## config.mk

```make
export PLATFORM = sky130hd
export DESIGN_NAME = sorted_group_streamer
export DESIGN_NICKNAME = d
export VERILOG_FILES = /design/src/rtl/sort_pkg.sv /design/src/rtl/sort_order_checker.sv /design/src/rtl/sorted_group_streamer.sv
export SDC_FILE = /design/constraint.sdc
export NUM_CORES = 1
export LEC_CHECK = 0
export ABC_AREA = 1
export CELL_PAD_IN_SITES_DETAIL_PLACEMENT = 0
export CELL_PAD_IN_SITES_GLOBAL_PLACEMENT = 2
export CORE_UTILIZATION = 29
export CTS_CLUSTER_DIAMETER = 60
export DETAILED_ROUTE_END_ITERATION = 16
export PLACE_DENSITY = 0.77
export SLEW_MARGIN = 5
export SYNTH_ARGS = -nofsm -noshare
export SYNTH_HDL_FRONTEND = slang
export SYNTH_SLANG_ARGS = --single-unit
```

## constraint.sdc

```tcl
create_clock -name clk -period 4.3 [get_ports clk]
set_input_delay 1.29 -clock clk [delete_from_list [all_inputs] [get_ports clk]]
set_output_delay 1.29 -clock clk [all_outputs]
set_load 0.01 [all_outputs]
```

## src/rtl/sort_pkg.sv

```systemverilog
// Shared definitions for the nibble-key sorter and its consumers: bank geometry,
// streamer state encoding and the sort-order comparison helpers.
package sort_pkg;
  localparam int N     = 8;
  localparam int W     = 8;
  localparam int KEY_W = 4;
  localparam int HI_W  = W - KEY_W;
  localparam int IDX_W = $clog2(N);
  localparam int CNT_W = $clog2(N) + 1;

  typedef enum logic {IDLE, STREAM} state_t;

  function automatic logic [KEY_W-1:0] key_of(input logic [W-1:0] e);
    return e[KEY_W-1:0];
  endfunction

  function automatic logic [HI_W-1:0] hi_of(input logic [W-1:0] e);
    return e[W-1:KEY_W];
  endfunction

  // a may precede b: key ascending, ties broken by high bits descending
  function automatic logic in_order(input logic [W-1:0] a, input logic [W-1:0] b);
    return (key_of(a) < key_of(b)) ||
           ((key_of(a) == key_of(b)) && (hi_of(a) >= hi_of(b)));
  endfunction
endpackage

```

## src/rtl/sort_order_checker.sv

```systemverilog
// Combinational bank inspection: flags any adjacent pair out of sort order and
// counts key groups as one plus the number of adjacent key changes.
module sort_order_checker
  import sort_pkg::*;
(
  input  logic [N*W-1:0]   load_data,
  output logic             order_err,
  output logic [CNT_W-1:0] grp_count
);
  logic [N-2:0] pair_bad;
  logic [N-2:0] key_chg;

  genvar gi;
  generate
    for (gi = 0; gi < N-1; gi++) begin : g_pair
      assign pair_bad[gi] = !in_order(load_data[gi*W +: W], load_data[(gi+1)*W +: W]);
      assign key_chg[gi]  = key_of(load_data[gi*W +: W]) != key_of(load_data[(gi+1)*W +: W]);
    end
  endgenerate

  assign order_err = |pair_bad;

  always_comb begin
    grp_count = CNT_W'(1);
    for (int i = 0; i < N-1; i++) begin
      grp_count = grp_count + CNT_W'(key_chg[i]);
    end
  end
endmodule

```

## src/rtl/sorted_group_streamer.sv

```systemverilog
// Captures one sorted bank and streams it out one entry per handshake with
// key-group boundary flags; bank summary (group count, order error) is held per load.
module sorted_group_streamer
  import sort_pkg::*;
(
  input  logic             clk,
  input  logic             rst,
  input  logic             load_valid,
  output logic             load_ready,
  input  logic [N*W-1:0]   load_data,
  output logic             out_valid,
  input  logic             out_ready,
  output logic [W-1:0]     out_data,
  output logic [IDX_W-1:0] out_index,
  output logic             out_first,
  output logic             out_last,
  output logic             out_done,
  output logic [CNT_W-1:0] grp_count,
  output logic             order_err
);
  state_t             state_reg, state_next;
  logic [IDX_W-1:0]   idx_reg, idx_next;
  logic [W-1:0]       bank_reg [N];
  logic               order_err_reg;
  logic [CNT_W-1:0]   grp_count_reg;
  logic               chk_err;
  logic [CNT_W-1:0]   chk_grp;
  logic               load_fire, out_fire;
  logic [N-1:0]       first_vec, last_vec;

  sort_order_checker u_checker (
    .load_data (load_data),
    .order_err (chk_err),
    .grp_count (chk_grp)
  );

  assign load_ready = (state_reg == IDLE);
  assign out_valid  = (state_reg == STREAM);
  assign load_fire  = load_valid && load_ready;
  assign out_fire   = out_valid && out_ready;

  always_comb begin
    state_next = state_reg;
    idx_next   = idx_reg;
    case (state_reg)
      IDLE: begin
        if (load_fire) begin
          state_next = STREAM;
          idx_next   = '0;
        end
      end
      STREAM: begin
        if (out_fire) begin
          if (idx_reg == IDX_W'(N-1)) begin
            state_next = IDLE;
            idx_next   = '0;
          end else begin
            idx_next = idx_reg + IDX_W'(1);
          end
        end
      end
      default: begin
        state_next = IDLE;
        idx_next   = '0;
      end
    endcase
  end

  always_ff @(posedge clk) begin
    if (rst) begin
      state_reg     <= IDLE;
      idx_reg       <= '0;
      order_err_reg <= 1'b0;
      grp_count_reg <= '0;
    end else begin
      state_reg <= state_next;
      idx_reg   <= idx_next;
      if (load_fire) begin
        order_err_reg <= chk_err;
        grp_count_reg <= chk_grp;
      end
    end
  end

  // Bank storage is pure datapath; outputs are gated by out_valid instead of reset
  genvar gi;
  generate
    for (gi = 0; gi < N; gi++) begin : g_bank
      always_ff @(posedge clk) begin
        if (load_fire) begin
          bank_reg[gi] <= load_data[gi*W +: W];
        end
      end

      if (gi == 0) begin : g_first_edge
        assign first_vec[gi] = 1'b1;
      end else begin : g_first_cmp
        assign first_vec[gi] = key_of(bank_reg[gi]) != key_of(bank_reg[gi-1]);
      end

      if (gi == N-1) begin : g_last_edge
        assign last_vec[gi] = 1'b1;
      end else begin : g_last_cmp
        assign last_vec[gi] = key_of(bank_reg[gi]) != key_of(bank_reg[gi+1]);
      end
    end
  endgenerate

  assign out_data  = out_valid ? bank_reg[idx_reg] : '0;
  assign out_index = idx_reg;
  assign out_first = out_valid && first_vec[idx_reg];
  assign out_last  = out_valid && last_vec[idx_reg];
  assign out_done  = out_valid && (idx_reg == IDX_W'(N-1));
  assign grp_count = grp_count_reg;
  assign order_err = order_err_reg;
endmodule

```

==> reports/summary.txt, run 1 <==
via count - 4174
register area - 0.00216 mm2
critical-path maximum fanout - 2
Max-cap violations - 0
Synth area leaders - edfxtp_1 (38%), ha_1 (15%), inv_1 (7.8%)
asr flop ratio synth - 0%
Worst Reg-to-Reg Cells - 5
Worst R2R Setup Slack - 2.40 ns
Die Wd - 133 um
f_max - 241 MHz
class of the worst hold path - flop to flop
RSZ-0062 raised after global routing - no
initial antenna violation count - 0
Synth Flop Type - edfxtp_1
Core Util, Final - 40.5%
starting density of the core - 29.9%
Ys Warns - 0
most frequent cell after synthesis - inv_1
Yosys cell types - 26
Clk pwr share - 37.9%
max reg flops - 64
Die Ht - 133 um
Max VDD drop - 0.196 mV
Post-synth EDFFs - 64
clk sinks - 76
Max Slew Vio Count - 0
DR iter-0 viols - 134
Setup-failing EPs final - 0
PortBufs - 88
DP Worst Slack - -0.667 ns
max_slew headroom - 55.7%
kind of critical path - input pin to flop
CP arrival - 4.39 ns
post-synth top area share - 38.4%
wire per inst - 14.1 um
final count of hold timing violations - 0
sequential share of power - 42.0%
largest net degree at the start of global routing - 41
post-synthesis register bit count - 76
TNS Setup - 0 ns
Crit path required time - 4.54 ns
H-tree depth - 3
worst r2r src - out_valid
Net Count, Synth - 711
clk root buf - clkbuf_16
Setup Skew - 0.00594 ns
clock buffer depth - 2
hold_buf cts - 0
vias per cell - 4.53
setup slack after layout - 0.150 ns
std cell rows - 47
I/O pin count - 89
Commonest cells post-synth - inv_1 (104), nand2_1 (81), nor2_1 (81)
grt ovf - 0
Num CTS Buffers - 9
final WL - 12900 um
CTS tree - done
CP Launch Type - input pin
Final nets - 828
core area - 0.0167 mm2
hold-critical path endpoint - grp_count[3]
internal power - 1560 uW
number of global-route vias before repair - 4342
placed instance area - 0.00632 mm2
first-pass GRT wire length - 20700 um
share of layout cells above drive strength 1 - 9.56%
DRC - 0
worst-skew pair later-pin latency - 0.34 ns
area leader, netlist - edfxtp_1
Antenna diodes - 0
P per Cell Area - 310 mW/mm2
Comb pwr share - 20.2%
Die ar. - 0.0178 mm2
RD Place Congestion - 0.793
register area share after synthesis - 43.3%
Avg Cell Area, Syn - 8.63 um2
final instance area - 0.00677 mm2
Post-Syn Area - 0.00500 mm2
GRT Overall Usage - 15.3%
Finished Layout Cells - 921
area grow syn2layout - 35.4%
fill count - 1673
Psw - 545 uW
Final HPWL DP - 10500 um
clk slew on worst S/H paths - 0.06 ns
status - finished clean
CP endpoint kind - flop
antenna viol nets, final - 0
Hold Crit Start - grp_count[3]
sw frac - 25.9%
Placed Cells - 904
multi-input logic area - 0.00247 mm2
R2R Path End - order_err
final critical-path required period - 4.15 ns
Leakage - 0.00316 uW
DR pass1 iterations - 4
Synth Instances - 579
Tightest Pin Transition - 0.664 ns
Worst Hold Depth - 2
fin crit share - 96.5%
-- critical path, stage by stage --
cell	delay, ns
clkdlybuf4s50_1	0.47
ha_1	0.34
nand2_1	0.07
nor2_1	0.05
fa_1	0.47
inv_1	0.06
fa_1	0.53
inv_1	0.05
fa_2	0.35
inv_2	0.07
fa_1	0.39
nor3_2	0.18
nor2_1	0.06
-- power by group through the flow --
stage / clock (uW) / combinational (uW) / sequential (uW)
after CTS: 817 / 425 / 882
final: 796 / 424 / 881
after floorplan: 0 / 222 / 887
after global routing: 848 / 482 / 887
after global placement: 0 / 409 / 896
after detailed placement: 0 / 418 / 897
-- kinds of logic after synthesis --
kind of cell | count (synthesis) | share of synthesized area, %
AO/OA/AOI/OAI | 98 | 10.5
XOR/XNOR | 27 | 4.73
buffers and inverters | 118 | 9.24
AND/OR/NAND/NOR | 196 | 15.6
flip-flops | 76 | 43.3
adder cells (fa/ha/maj) | 64 | 16.6
-- cell type report --
type	instances	area share (%)
Inverter	107	5.93
Sequential cell	76	31.9
Clock buffer	9	3.33
Timing Repair Buffer	117	16.9
Tap cell	220	4.07
Clock inverter	7	1.35
Multi-Input combinational cell	385	36.4
-- layer usage --
metal / share of wire, % / track usage [%] / vias to the layer above
li1: - / - / 2147
met1: 43 / 17.0 / 1932
met2: 52 / 28.8 / 79
met3: 3.6 / 2.51 / 16
met4: 1.6 / 6.31 / 0
met5: 0 / 0 / -
-- per-stage QoR --
step	hold WS, ns	power (uW)
after global routing	0.545	2220
after detailed placement	0.499	1320
final	0.512	2100
after CTS	0.519	2120
after global placement	0.495	1310
after floorplan	0.529	1110
-- how the worst max path moves through the flow --
| stage | start | end | slack, ns | cells after the start |
|---|---|---|---|---|
| final | load_data[25] | grp_count[1] | 0.15 | 13 |
| after global routing | load_data[25] | grp_count[1] | 0.007 | 13 |
| after CTS | load_data[0] | grp_count[1] | 0.002 | 15 |
| after detailed placement | load_data[11] | grp_count[1] | -0.67 | 15 |
| after global placement | load_data[11] | grp_count[1] | -0.63 | 15 |
| after floorplan | load_data[11] | grp_count[1] | 0.08 | 14 |
-- cells in the final DEF (no fill, tap or decap), types with 2 or more instances in the layout --
master           synthesis  final
clkbuf_16                0      9
nand3_1                 31     31
o21ai_1                 20     20
ha_1                    60     55
edfxtp_1                64     64
o22ai_1                 14     14
buf_4                    3     28
ha_4                     0      5
fa_1                     4      3
nand4_1                  2      2
bufinv_16                0      2
nor2_1                  81     78
nor2_4                   0      2
xor2_1                  26     26
clkinv_2                 0      3
a21oi_1                 27     27
nand2_2                  0      2
dfxtp_1                 12     12
inv_1                  104     98
inv_2                    3      9
dlymetal6s2s_1           0     15
o21ai_0                 31     31
clkdlybuf4s50_1          0     72
nand2_1                 81     79
-- repair_timing --
action / in CTS / in global routing
endpoints found under the setup margin: 2 / 1
gates resized for setup: 10 / 24
setup buffers: 1 / 0
pin swaps: 6 / 6
Power figures use the tool's default switching activity.
==> run 2: changes to the inputs <==
ABC_CLOCK_PERIOD_IN_PS = 4300   (was not set)
RECOVER_POWER = 50   (was not set)
==> run 2 against run 1 <==
  * The flow now finishes with violations (max-capacitance violations, max-slew violations)
  * Cell count stayed put
  * Maximum frequency increased by 0.15%
  * Clock skew about the same
  * Design area decreased by 1.1%
  * Highest routed layer unchanged
==> reports/summary.txt, run 2 (synthesis gave the netlist of run 1 again) <==
Hold Crit Start - grp_count[3]
initial antenna violation count - 0
final WL - 12900 um
DR pass1 iterations - 4
clk sinks - 76
most frequent cells in the layout - inv_1 (98), nor2_1 (79), nand2_1 (79), edfxtp_1 (64), ha_1 (55)
Total Power - 2090 uW
max reg flops - 64
starting density of the core - 29.9%
CP endpoint kind - flop
final instance area - 0.00670 mm2
final critical-path required period - 4.14 ns
Final HPWL DP - 10500 um
H-tree depth - 3
DR iter-0 viols - 124
P per Cell Area - 312 mW/mm2
max_slew headroom - -0.178%
area grow syn2layout - 34.0%
Placed Cells - 904
Setup Skew - 0.00615 ns
Crit path required time - 4.54 ns
grt ovf - 0
placed instance area - 0.00632 mm2
first-pass GRT wire length - 20700 um
fill count - 1688
clock buffer depth - 2
RSZ-0062 raised after global routing - no
Leakage - 0.00304 uW
setup slack after layout - 0.157 ns
core area - 0.0167 mm2
status - finished, violations left
CTS tree - done
Max VDD drop - 0.195 mV
I/O pin count - 89
Tightest Pin Transition - 1.50 ns
Die ar. - 0.0178 mm2
CP arrival - 4.38 ns
clk slew on worst S/H paths - 0.06 ns
wire per inst - 14.0 um
fin crit share - 96.4%
critical-path maximum fanout - 2
Worst Hold Depth - 2
clk root buf - clkbuf_16
vias per cell - 4.55
largest net degree at the start of global routing - 41
DRC - 0
Max-cap violations - 1
via count - 4190
Final nets - 828
most common cell after layout, fill and taps aside - inv_1
share of layout cells above drive strength 1 - 8.84%
Max Slew Vio Count - 1
Worst Reg-to-Reg Cells - 5
worst-skew pair later-pin latency - 0.34 ns
Finished Layout Cells - 921
final count of hold timing violations - 0
Die Ht - 133 um
worst r2r src - out_valid
number of global-route vias before repair - 4342
GRT Overall Usage - 15.3%
hold_buf cts - 0
Antenna diodes - 0
CP Launch Type - input pin
DP Worst Slack - -0.667 ns
Num CTS Buffers - 9
failing checks - max-capacitance violations, max-slew violations
Setup-failing EPs final - 0
std cell rows - 47
Die Wd - 133 um
RD Place Congestion - 0.793
class of the worst hold path - flop to flop
antenna viol nets, final - 0
kind of critical path - input pin to flop
CP startpoint - load_data[25]
f_max - 241 MHz
PortBufs - 88
run 2: changes by cell type in the layout (fill, tap and decap cells not counted), sizes merged:
cell           delta
clkdlybuf4s50    -45
clkdlybuf4s25     +9
buf               -4
dlygate4sd3      +45
clkbuf            +7
dlymetal6s2s     -12
run 2: critical path, stage by stage:
cell	delay, ns
clkdlybuf4s50_1	0.47
ha_1	0.34
nand2_1	0.07
nor2_1	0.05
fa_1	0.47
inv_1	0.06
fa_1	0.53
inv_1	0.05
fa_2	0.35
inv_2	0.07
fa_1	0.39
nor3_2	0.18
nor2_1	0.06
run 2: routing by layer:
| layer | GRT usage (%) | wire [um] |
|---|---|---|
| met5 | 0 | 0 |
| met4 | 6.31 | 206 |
| met3 | 2.51 | 438 |
| met2 | 28.8 | 6700 |
| met1 | 17.0 | 5580 |
run 2: worst paths after layout:
| path | endpoint | slack, ns |
|---|---|---|
| setup / recovery | grp_count[1] | 0.16 |
| hold / removal | grp_count[3] | 0.51 |
| setup reg to reg | order_err | 1.65 |
| hold reg to reg | grp_count[3] | 0.51 |
run 2: stage by stage:
stage	setup TNS (ns)	hold WS (ns)	util, %
after floorplan	0	0.529	-
after global placement	-1.34	0.495	37.9
after detailed placement	-1.44	0.499	37.9
after CTS	0	0.519	40.0
after global routing	0	0.546	40.1
final	0	0.511	40.1
run 2: repair_timing:
action	4_1_cts	5_1_grt
buffers inserted	1	0
gates resized for setup	10	24
setup endpoints to repair	2	1
pin swaps	6	6
run 2: area by class of cell:
cell class | instances | area (um2) | area share (%)
inverter | 107 | 402 | 6.00
clock buffer | 9 | 225 | 3.36
timing repair buffer | 117 | 1080 | 16.2
tap | 220 | 275 | 4.11
sequential | 76 | 2160 | 32.3
multi-input combinational | 385 | 2460 | 36.7
clock inverter | 7 | 91.3 | 1.36
run 2: power by group:
| group | total (uW) | switching, uW | internal, uW |
|---|---|---|---|
| logic | 412 | 221 | 191 |
| registers | 882 | 33.2 | 848 |
| clock network | 794 | 289 | 505 |
| total | 2090 | 543 | 1540 |
